===== config.mk =====
export PLATFORM = sky130hd
export DESIGN_NAME = vga_timing_monitor
export DESIGN_NICKNAME = d
export VERILOG_FILES = /design/src/rtl/vga_timing_monitor.sv
export SDC_FILE = /design/constraint.sdc
export NUM_CORES = 1
export LEC_CHECK = 0
export BUFFER_PORTS_ARGS = -buffer_cell sky130_fd_sc_hd__buf_2
export CORE_MARGIN = 4
export CORE_UTILIZATION = 50
export CTS_BUF_LIST = sky130_fd_sc_hd__clkbuf_8
export CTS_CLUSTER_DIAMETER = 150
export CTS_CLUSTER_SIZE = 12
export DETAILED_ROUTE_END_ITERATION = 12
export PLACE_DENSITY_LB_ADDON = 0.3
export SETUP_SLACK_MARGIN = 0.2
export SKIP_LAST_GASP = 1
export SLEW_MARGIN = 20
export SYNTH_ARGS = -nofsm -noshare
export SYNTH_HDL_FRONTEND = slang
export SYNTH_SLANG_ARGS = --single-unit

===== constraint.sdc =====
create_clock -name clk -period 2.7 [get_ports clk]
set_input_delay 0.27 -clock clk [delete_from_list [all_inputs] [get_ports clk]]
set_output_delay 0.27 -clock clk [all_outputs]
set_load 0.01 [all_outputs]

===== src/rtl/vga_timing_monitor.sv =====
`timescale 1ns/1ps
`default_nettype none
// +------------------------------------------------------------------------+
// | Module     : vga_timing_monitor                                        |
// | Description: Receive-side VGA timing checker. Recovers pixel           |
// |              coordinates from hsync/vsync/video_on, measures line and  |
// |              frame geometry, and reports lock and sticky errors.       |
// | Revision   : 1.0 - initial release                                     |
// +------------------------------------------------------------------------+
module vga_timing_monitor #(
  parameter int H_TOTAL     = 800,
  parameter int H_ACTIVE    = 640,
  parameter int V_TOTAL     = 525,
  parameter int V_ACTIVE    = 480,
  parameter int LOCK_FRAMES = 2
) (
  input  logic       clk,
  input  logic       reset,
  input  logic       hsync,
  input  logic       vsync,
  input  logic       video_on,
  output logic [9:0] rx_x,
  output logic [9:0] rx_y,
  output logic       rx_valid,
  output logic       locked,
  output logic       frame_start,
  output logic [9:0] line_len,
  output logic [9:0] frame_lines,
  output logic       err_line,
  output logic       err_frame
);

  localparam logic [9:0] c_cnt_max     = 10'h3FF;
  localparam logic [9:0] c_h_total     = 10'(H_TOTAL);
  localparam logic [9:0] c_h_active    = 10'(H_ACTIVE);
  localparam logic [9:0] c_v_total     = 10'(V_TOTAL);
  localparam logic [9:0] c_v_active    = 10'(V_ACTIVE);
  localparam logic [7:0] c_lock_frames = 8'(LOCK_FRAMES);

  typedef enum logic [1:0] {
    S_SEARCH  = 2'd0,
    S_MEASURE = 2'd1,
    S_LOCKED  = 2'd2
  } state_t;

  state_t     r_state;
  state_t     w_state_nxt;
  logic [7:0] r_good_cnt;
  logic [7:0] w_good_nxt;
  logic       w_set_err_line;
  logic       w_set_err_frame;

  // Sampled sync levels; reset to 1 so a low input right after reset is a real edge.
  logic       r_hs;
  logic       r_vs;
  logic [9:0] r_h_cnt;
  logic [9:0] r_a_cnt;
  logic [9:0] r_v_cnt;
  logic [9:0] r_act_lines;
  logic       r_frame_bad;

  logic       w_hs_fall;
  logic       w_vs_fall;
  logic       w_h_sat;
  logic       w_line_bad;
  logic       w_frame_good;
  logic [9:0] w_line_len_new;
  logic [9:0] w_frame_lines_new;
  logic [9:0] w_act_final;

  assign w_hs_fall = r_hs & ~hsync;
  assign w_vs_fall = r_vs & ~vsync;
  assign locked    = (r_state == S_LOCKED);

  // Line/frame quality evaluated at the edges that close a line or a frame.
  always_comb begin
    w_h_sat           = (r_h_cnt == c_cnt_max);
    w_line_len_new    = w_h_sat ? c_cnt_max : (r_h_cnt + 10'd1);
    w_frame_lines_new = (r_v_cnt == c_cnt_max) ? c_cnt_max : (r_v_cnt + 10'd1);
    w_act_final       = r_act_lines;
    if (w_hs_fall && (r_a_cnt != 10'd0) && (r_act_lines != c_cnt_max)) begin
      w_act_final = r_act_lines + 10'd1;
    end
    w_line_bad = 1'b0;
    if (w_hs_fall) begin
      // A line closes here: period and active width must both match.
      w_line_bad = (w_line_len_new != c_h_total) ||
                   !((r_a_cnt == c_h_active) || (r_a_cnt == 10'd0));
    end else if (w_h_sat) begin
      // No hsync edge for 1024 clocks: treat the line as broken right away.
      w_line_bad = 1'b1;
    end
    // The line that ends on a coincident hsync edge still belongs to this frame.
    w_frame_good = (w_frame_lines_new == c_v_total) &&
                   (w_act_final == c_v_active) &&
                   !r_frame_bad && !w_line_bad;
  end

  // Measurement counters, sampled syncs and pixel outputs.
  always_ff @(posedge clk) begin
    if (reset) begin
      r_hs        <= 1'b1;
      r_vs        <= 1'b1;
      r_h_cnt     <= '0;
      r_a_cnt     <= '0;
      r_v_cnt     <= '0;
      r_act_lines <= '0;
      r_frame_bad <= 1'b0;
      line_len    <= '0;
      frame_lines <= '0;
      rx_x        <= '0;
      rx_y        <= '0;
      rx_valid    <= 1'b0;
      frame_start <= 1'b0;
    end else begin
      r_hs        <= hsync;
      r_vs        <= vsync;
      frame_start <= w_vs_fall;
      rx_valid    <= video_on && (r_state == S_LOCKED);
      if (video_on) begin
        rx_x <= r_a_cnt;
        rx_y <= r_act_lines;
      end

      if (w_hs_fall) begin
        line_len <= w_line_len_new;
        r_h_cnt  <= '0;
        r_a_cnt  <= '0;
      end else begin
        if (!w_h_sat) begin
          r_h_cnt <= r_h_cnt + 10'd1;
        end
        if (video_on && (r_a_cnt != c_cnt_max)) begin
          r_a_cnt <= r_a_cnt + 10'd1;
        end
      end

      // Vertical bookkeeping; a vsync edge overrides a coincident hsync edge.
      if (w_vs_fall) begin
        frame_lines <= w_frame_lines_new;
        r_v_cnt     <= '0;
        r_act_lines <= '0;
        r_frame_bad <= 1'b0;
      end else begin
        if (w_hs_fall && (r_v_cnt != c_cnt_max)) begin
          r_v_cnt <= r_v_cnt + 10'd1;
        end
        r_act_lines <= w_act_final;
        if (w_line_bad) begin
          r_frame_bad <= 1'b1;
        end
      end
    end
  end

  // Lock state register, good-frame counter and sticky error flags.
  always_ff @(posedge clk) begin
    if (reset) begin
      r_state    <= S_SEARCH;
      r_good_cnt <= '0;
      err_line   <= 1'b0;
      err_frame  <= 1'b0;
    end else begin
      r_state    <= w_state_nxt;
      r_good_cnt <= w_good_nxt;
      if (w_set_err_line) begin
        err_line <= 1'b1;
      end
      if (w_set_err_frame) begin
        err_frame <= 1'b1;
      end
    end
  end

  // Next-state logic: search for a frame edge, count good frames, watch for faults.
  always_comb begin
    w_state_nxt     = r_state;
    w_good_nxt      = r_good_cnt;
    w_set_err_line  = 1'b0;
    w_set_err_frame = 1'b0;
    case (r_state)
      S_SEARCH: begin
        if (w_vs_fall) begin
          w_good_nxt  = '0;
          w_state_nxt = S_MEASURE;
        end
      end
      S_MEASURE: begin
        if (w_vs_fall) begin
          if (w_frame_good) begin
            w_good_nxt = r_good_cnt + 8'd1;
            if (w_good_nxt >= c_lock_frames) begin
              w_state_nxt = S_LOCKED;
            end
          end else begin
            w_good_nxt = '0;
          end
        end
      end
      S_LOCKED: begin
        if (w_line_bad) begin
          w_set_err_line = 1'b1;
          w_good_nxt     = '0;
          w_state_nxt    = S_SEARCH;
        end else if (w_vs_fall && !w_frame_good) begin
          w_set_err_frame = 1'b1;
          w_good_nxt      = '0;
          w_state_nxt     = S_SEARCH;
        end
      end
      default: begin
        w_good_nxt  = '0;
        w_state_nxt = S_SEARCH;
      end
    endcase
  end

endmodule
`default_nettype wire


# After elaboration in Yosys (flattened, before gate mapping)
# Index checks and enable logic that the tools add are counted.
[word_totals]
reg_bits = 97
input_bits = 5
output_inout_bits = 45
wordCells = 88
[op_classes]
addsub = 5
magnitude_cmp = 1
n_eq_ne = 16
n_mux = 23
bitwise_logic = 4
reduce_logical = 22
[op_table]
columns = ["op", "n"]
rows = [
  ["adder 10 x 1 -> 10 bit, second input constant", 4],
  ["equality test 10 bit, second input constant", 4],
  ["two-way mux 8 bit", 5],
  ["!= test 10 bit, second input constant", 4],
  ["two-way mux 10 bit", 3],
  ["one-hot mux 8 bit (3 select lines)", 1],
  ["two-way mux 2 bit", 6],
  ["equality test 10 x 9 -> 1 bit, second input constant", 1],
  ["logical NOT 10 bit", 1],
  ["nonzero test 10 bit", 1],
  ["logical AND 1 bit", 9],
  ["adder 8 x 1 -> 8 bit, second input constant", 1],
  ["greater-or-equal comparator 8 x 2 -> 1 bit, second input constant", 1],
  ["!= test 2 bit, second input constant", 4],
  ["two-way mux 1 bit", 7],
  ["one-hot mux 2 bit (3 select lines)", 1],
  ["AND reduction 5 bit", 1],
  ["logical NOT 1 bit", 4],
  ["OR reduction 2 bit", 2],
  ["!= test 3 x 1 -> 1 bit, second input constant", 1],
  ["AND reduction 3 bit", 1],
  ["AND 1 bit", 2],
  ["equality test 2 x 1 -> 1 bit, second input constant", 1],
  ["equality test 2 bit, second input constant", 1],
  ["3 further kinds", 5],
]

# Logic depth before layout (Yosys ltp)
[logic_depth]
ltp_word = 14
depth_mapped = 10

# Worst setup path after synthesis
# OpenSTA, ideal clock, no wires.
[synth_path]
path_type = "register -> register"
start = "reg r_a_cnt[0]"
end = "reg r_state[0]"
setup_ns = 0.116
arrival_time_ns = 2.258
t_required_ns = 2.584
setup_slack_ns = 0.326
path_stages_with_launch = 11
synth_period_minus_slack_ns = 2.374
cell_sequence = "dfxtp_1 inv_1 ha_1 nor4b_4 a31oi_4 nand4_1 mux2_2 nor4_4 buf_6 nand3_1 o211a_1"
[synth_between]
elab_chain_len = 12
elab_cells_between_ends = 22
[synth_lines]
columns = ["element", "line_no", "source"]
rows = [
  ["from (decl)", "57", "logic [9:0] r_a_cnt;"],
  ["from (signal assigned)", "134", "r_a_cnt <= r_a_cnt + 10'd1;"],
  ["nonzero test 10 bit", "81", "if (w_hs_fall && (r_a_cnt != 10'd0) && (r_act_lines != c_cnt_max)) begin"],
  ["logical AND 1 bit (2 in a row)", "81", ""],
  ["two-way mux 10 bit", "81", ""],
  ["equality test 10 x 9 -> 1 bit", "95", "(w_act_final == c_v_active) &&"],
  ["logical AND 1 bit", "94", "w_frame_good = (w_frame_lines_new == c_v_total) &&"],
  ["logical AND 1 bit", "95", ""],
  ["logical AND 1 bit", "96", "!r_frame_bad && !w_line_bad;"],
  ["logical NOT 1 bit", "205", "end else if (w_vs_fall && !w_frame_good) begin"],
  ["logical AND 1 bit", "205", ""],
  ["!= test 3 x 1 -> 1 bit (no source line)", "n/a", ""],
  ["AND reduction 5 bit (no source line)", "n/a", ""],
  ["to (signal assigned)", "164", "r_state <= w_state_nxt;"],
  ["to (decl)", "46", "state_t r_state;"],
]
# Parallel ways exist; a longest one is shown, timed or not.
# A chain may end at the register's enable or synchronous reset.

# Worst setup path after layout
[layout_path]
start = "reg r_v_cnt[0]"
end = "reg r_good_cnt[5]"
[layout_between]
elab_chain_len = 10
elab_cells_between_ends = 14
[layout_lines]
columns = ["element", "line_no", "source"]
rows = [
  ["from (decl)", "58", "logic [9:0] r_v_cnt;"],
  ["from (signal assigned)", "146", "r_v_cnt <= r_v_cnt + 10'd1;"],
  ["adder 10 x 1 -> 10 bit or equality test 10 bit (tied branches)", "79", "w_frame_lines_new = (r_v_cnt == c_cnt_max) ? c_cnt_max : (r_v_cnt + 10'd1);"],
  ["two-way mux 10 bit (*)", "79", ""],
  ["equality test 10 bit (*)", "94", ""],
  ["logical AND 1 bit (*)", "94", ""],
  ["logical AND 1 bit (*)", "95", ""],
  ["logical AND 1 bit (*)", "96", ""],
  ["logical NOT 1 bit", "205", ""],
  ["logical AND 1 bit", "205", ""],
  ["!= test 3 x 1 -> 1 bit (no source line)", "n/a", ""],
  ["AND reduction 3 bit (no source line)", "n/a", ""],
  ["to (signal assigned)", "165", "r_good_cnt <= w_good_nxt;"],
  ["to (decl)", "48", "logic [7:0] r_good_cnt;"],
]
# Every way passes the cells marked *; elsewhere a longest branch is shown, timed or not. The select of a mux whose other input is x is not followed.

==> results.toml <==
[run_status]
status = "complete, no violations"

[yosys]
synthTopCellsByCount = "dfxtp_1, nor2_1, nand2_1"
yosys_warnings = 0
synthTopCellsByArea = "dfxtp_1, nor2_1, mux2i_1, a21oi_1, nand2_1"
synth_seq_cells = 97
synth-edff-count = 0
syn_nets = 576
synth_cell_type_count = 57
synthesis.area_sq_um = 4690
netlist_instances = 564
synthArstFlopShare = 0
ys_seq_area_frac = 0.414
avgSynthCellArea_sq_um = 8.32
synth_top_area_frac = 0.414
synthFlopType = "dfxtp_1"
synth.most_common_cell = "dfxtp_1"
synth_area_leader_cell = "dfxtp_1"

[layout]
final_cells = 729
antenna_cells = 0
area_growth_pct = 17.5
nets = 626
drive_gt1_frac = 0.199
utilization = 0.600

[pwr]
leakage_uw = 0.00216
powerDensity_nw_per_um2 = 509
finalPower_uw = 2810
ir_drop_mv = 0.337

[detailed_routing]
final_antenna_net_count = 0
num_vias = 4213
dr.pass1.iters = 4
drt_iter0_drc = 186
viasPerCell = 5.78
drc_errors = 0
wl_microns = 11000
wl_per_cell_microns = 15.1

[sta]
setup-tns-final_ps = 0
finalCriticalPeriod_ps = 2530
slew_headroom = 0.466
tightest_slew_ps = 795
slew_viol_final = 0
timing.hold.ws_ps = 118
clock_skew_ps = 12.5
rsz0062_at_grt = "yes"
setup_violations = 0
fmax_mhz = 396
hold_viol = 0
period_share = 0.936

[die]
std_cell_rows = 35
die_y_microns = 105
die_w_microns = 105
io_pins = 50
core_area_sq_um = 9200
initial_core_util = 0.510
die-area_sq_um = 11000

[cts]
ctsRootBufferMaster = "clkbuf_8"
path_clk_slew_ps = 100
cts_tree = "yes"
clk_latency_ps = 360
h-tree-depth = 3
clockBufferDepth = 2
cts_made_buffers = 9
clkSinkCount = 97

[worst_setup_path]
critPathKind = "flip-flop to flip-flop"
path_buf_inv = 1
cpPeakStageDelay_ps = 420
crit_family = "simple AND/OR/NAND/NOR gates"
worstPathArrival_ps = 2810
crit_required_ps = 2980
cp-end-kind = "flip-flop"
start_kind = "flip-flop"
cp_max_fo = 7
crit_path_cell_trace = "ha_2 > xor2_1 > nand3_1 > nor3b_2 > o2111ai_2 > nor4_4 > buf_12 > o211ai_4 > o211ai_1"
crit_slowest_cell = "nor4_4"

[grt]
grt_pass1_wl_microns = 18900
grt_max_degree = 42
grt.total_usage = 0.204
antenna_found_initial = 0
grt_pass1_vias = 3991
grt_overflow_total = 0

[worst_hold_path]
worstHoldPathType = "primary input to flip-flop"

[placed_design]
dpl.cell_count = 706
io_buffers = 49
hpwl_microns = 7660
gp_congestion = 0.888

[run]
drv_cap = 0
[power breakdown]
| group | switching, uW | internal [uW] | leakage, uW |
|---|---|---|---|
| combinational | 122 | 77.7 | 0.00125 |
| sequential | 15.2 | 1450 | 0.000788 |
| clock | 500 | 636 | 0.000122 |
[what timing repair did]
| item | in CTS | in global routing |
|---|---|---|
| gates resized for setup | 14 | 16 |
| endpoints found under the setup margin | 8 | 11 |
| hold buffers | 0 | 0 |
| buffers inserted | 6 | 1 |
| gates cloned | 1 | 0 |
| pin swaps | 9 | 8 |
[through the flow]
step | setup WS, ps | area (sq um)
after floorplan | 326 | 4690
after global placement | 209 | 5080
after detailed placement | 112 | 5080
after CTS | 165 | 5450
after global routing | 72.2 | 5520
final | 173 | 5520
[final cells by class]
type | instances | area, sq um
multi-input cells | 412 | 2630
clock buffers | 10 | 138
flip-flops and latches | 97 | 1950
well taps | 111 | 139
repair buffers | 74 | 483
clock inverters | 5 | 104
inverters | 20 | 75.1
fillers | 792 | 3680
[layout by cell type (no fill, tap or decap), types with 4 or more instances in the layout]
cell type and instances:
mux2i_1 26, o22ai_1 4, o211ai_1 8, buf_4 20, nand2b_1 6, buf_2 49, xor2_1 15, nand3_1 16
inv_1 18, o21ai_0 17, and4_1 4, nor3b_1 8, nand2_1 37, nor3_1 22, a211oi_1 7, dfxtp_1 93
and3_1 7, clkbuf_8 10, a31oi_1 8, and2_1 5, xnor2_1 12, nor2_1 93, or3_1 5, a21oi_1 30
nand4_1 17, nor2b_1 7
[flip-flops by register name, summed over array words and instances, names as in the netlist, 2 cells and up]
signal	cells
r_h_cnt	10
r_good_cnt	8
r_v_cnt	10
rx_y	10
frame_lines	10
rx_x	10
r_act_lines	10
r_a_cnt	10
line_len	10
r_state	2
[cell families (layout without fill, tap and decap cells)]
kind of cell,count (synthesis),in the layout,share of synthesized area
AOI/OAI and AO/OA,100,100,0.139
xor gates and xnor gates,27,27,0.0504
adders and majority gates,7,7,0.0187
buffers and inverters,55,109,0.0472
DFF,97,97,0.414
muxes,28,28,0.0603
and+or+nand+nor,250,250,0.270
[path summary, 6_finish.rpt]
| path | from | to | slack, ps | cells after the start |
|---|---|---|---|---|
| hold / removal | vsync | r_vs$_SDFF_PP1_ | 120 | 2 |
| setup / recovery | r_v_cnt[0]$_SDFFE_PP0P_ | r_good_cnt[5]$_SDFFE_PP0P_ | 170 | 9 |
| setup reg to reg | r_v_cnt[0]$_SDFFE_PP0P_ | r_good_cnt[5]$_SDFFE_PP0P_ | 170 | 9 |
| hold reg to reg | frame_lines[9]$_SDFFE_PP0P_ | frame_lines[9]$_SDFFE_PP0P_ | 450 | 2 |
[layer usage]
layer | track usage | share of wire
met1 | 0.284 | 0.45
met3 | 0.0327 | 0.072
met2 | 0.320 | 0.46
met4 | 0.0722 | 0.018
met5 | 0 | 0
Note: power is estimated with default switching activity, not from simulation.
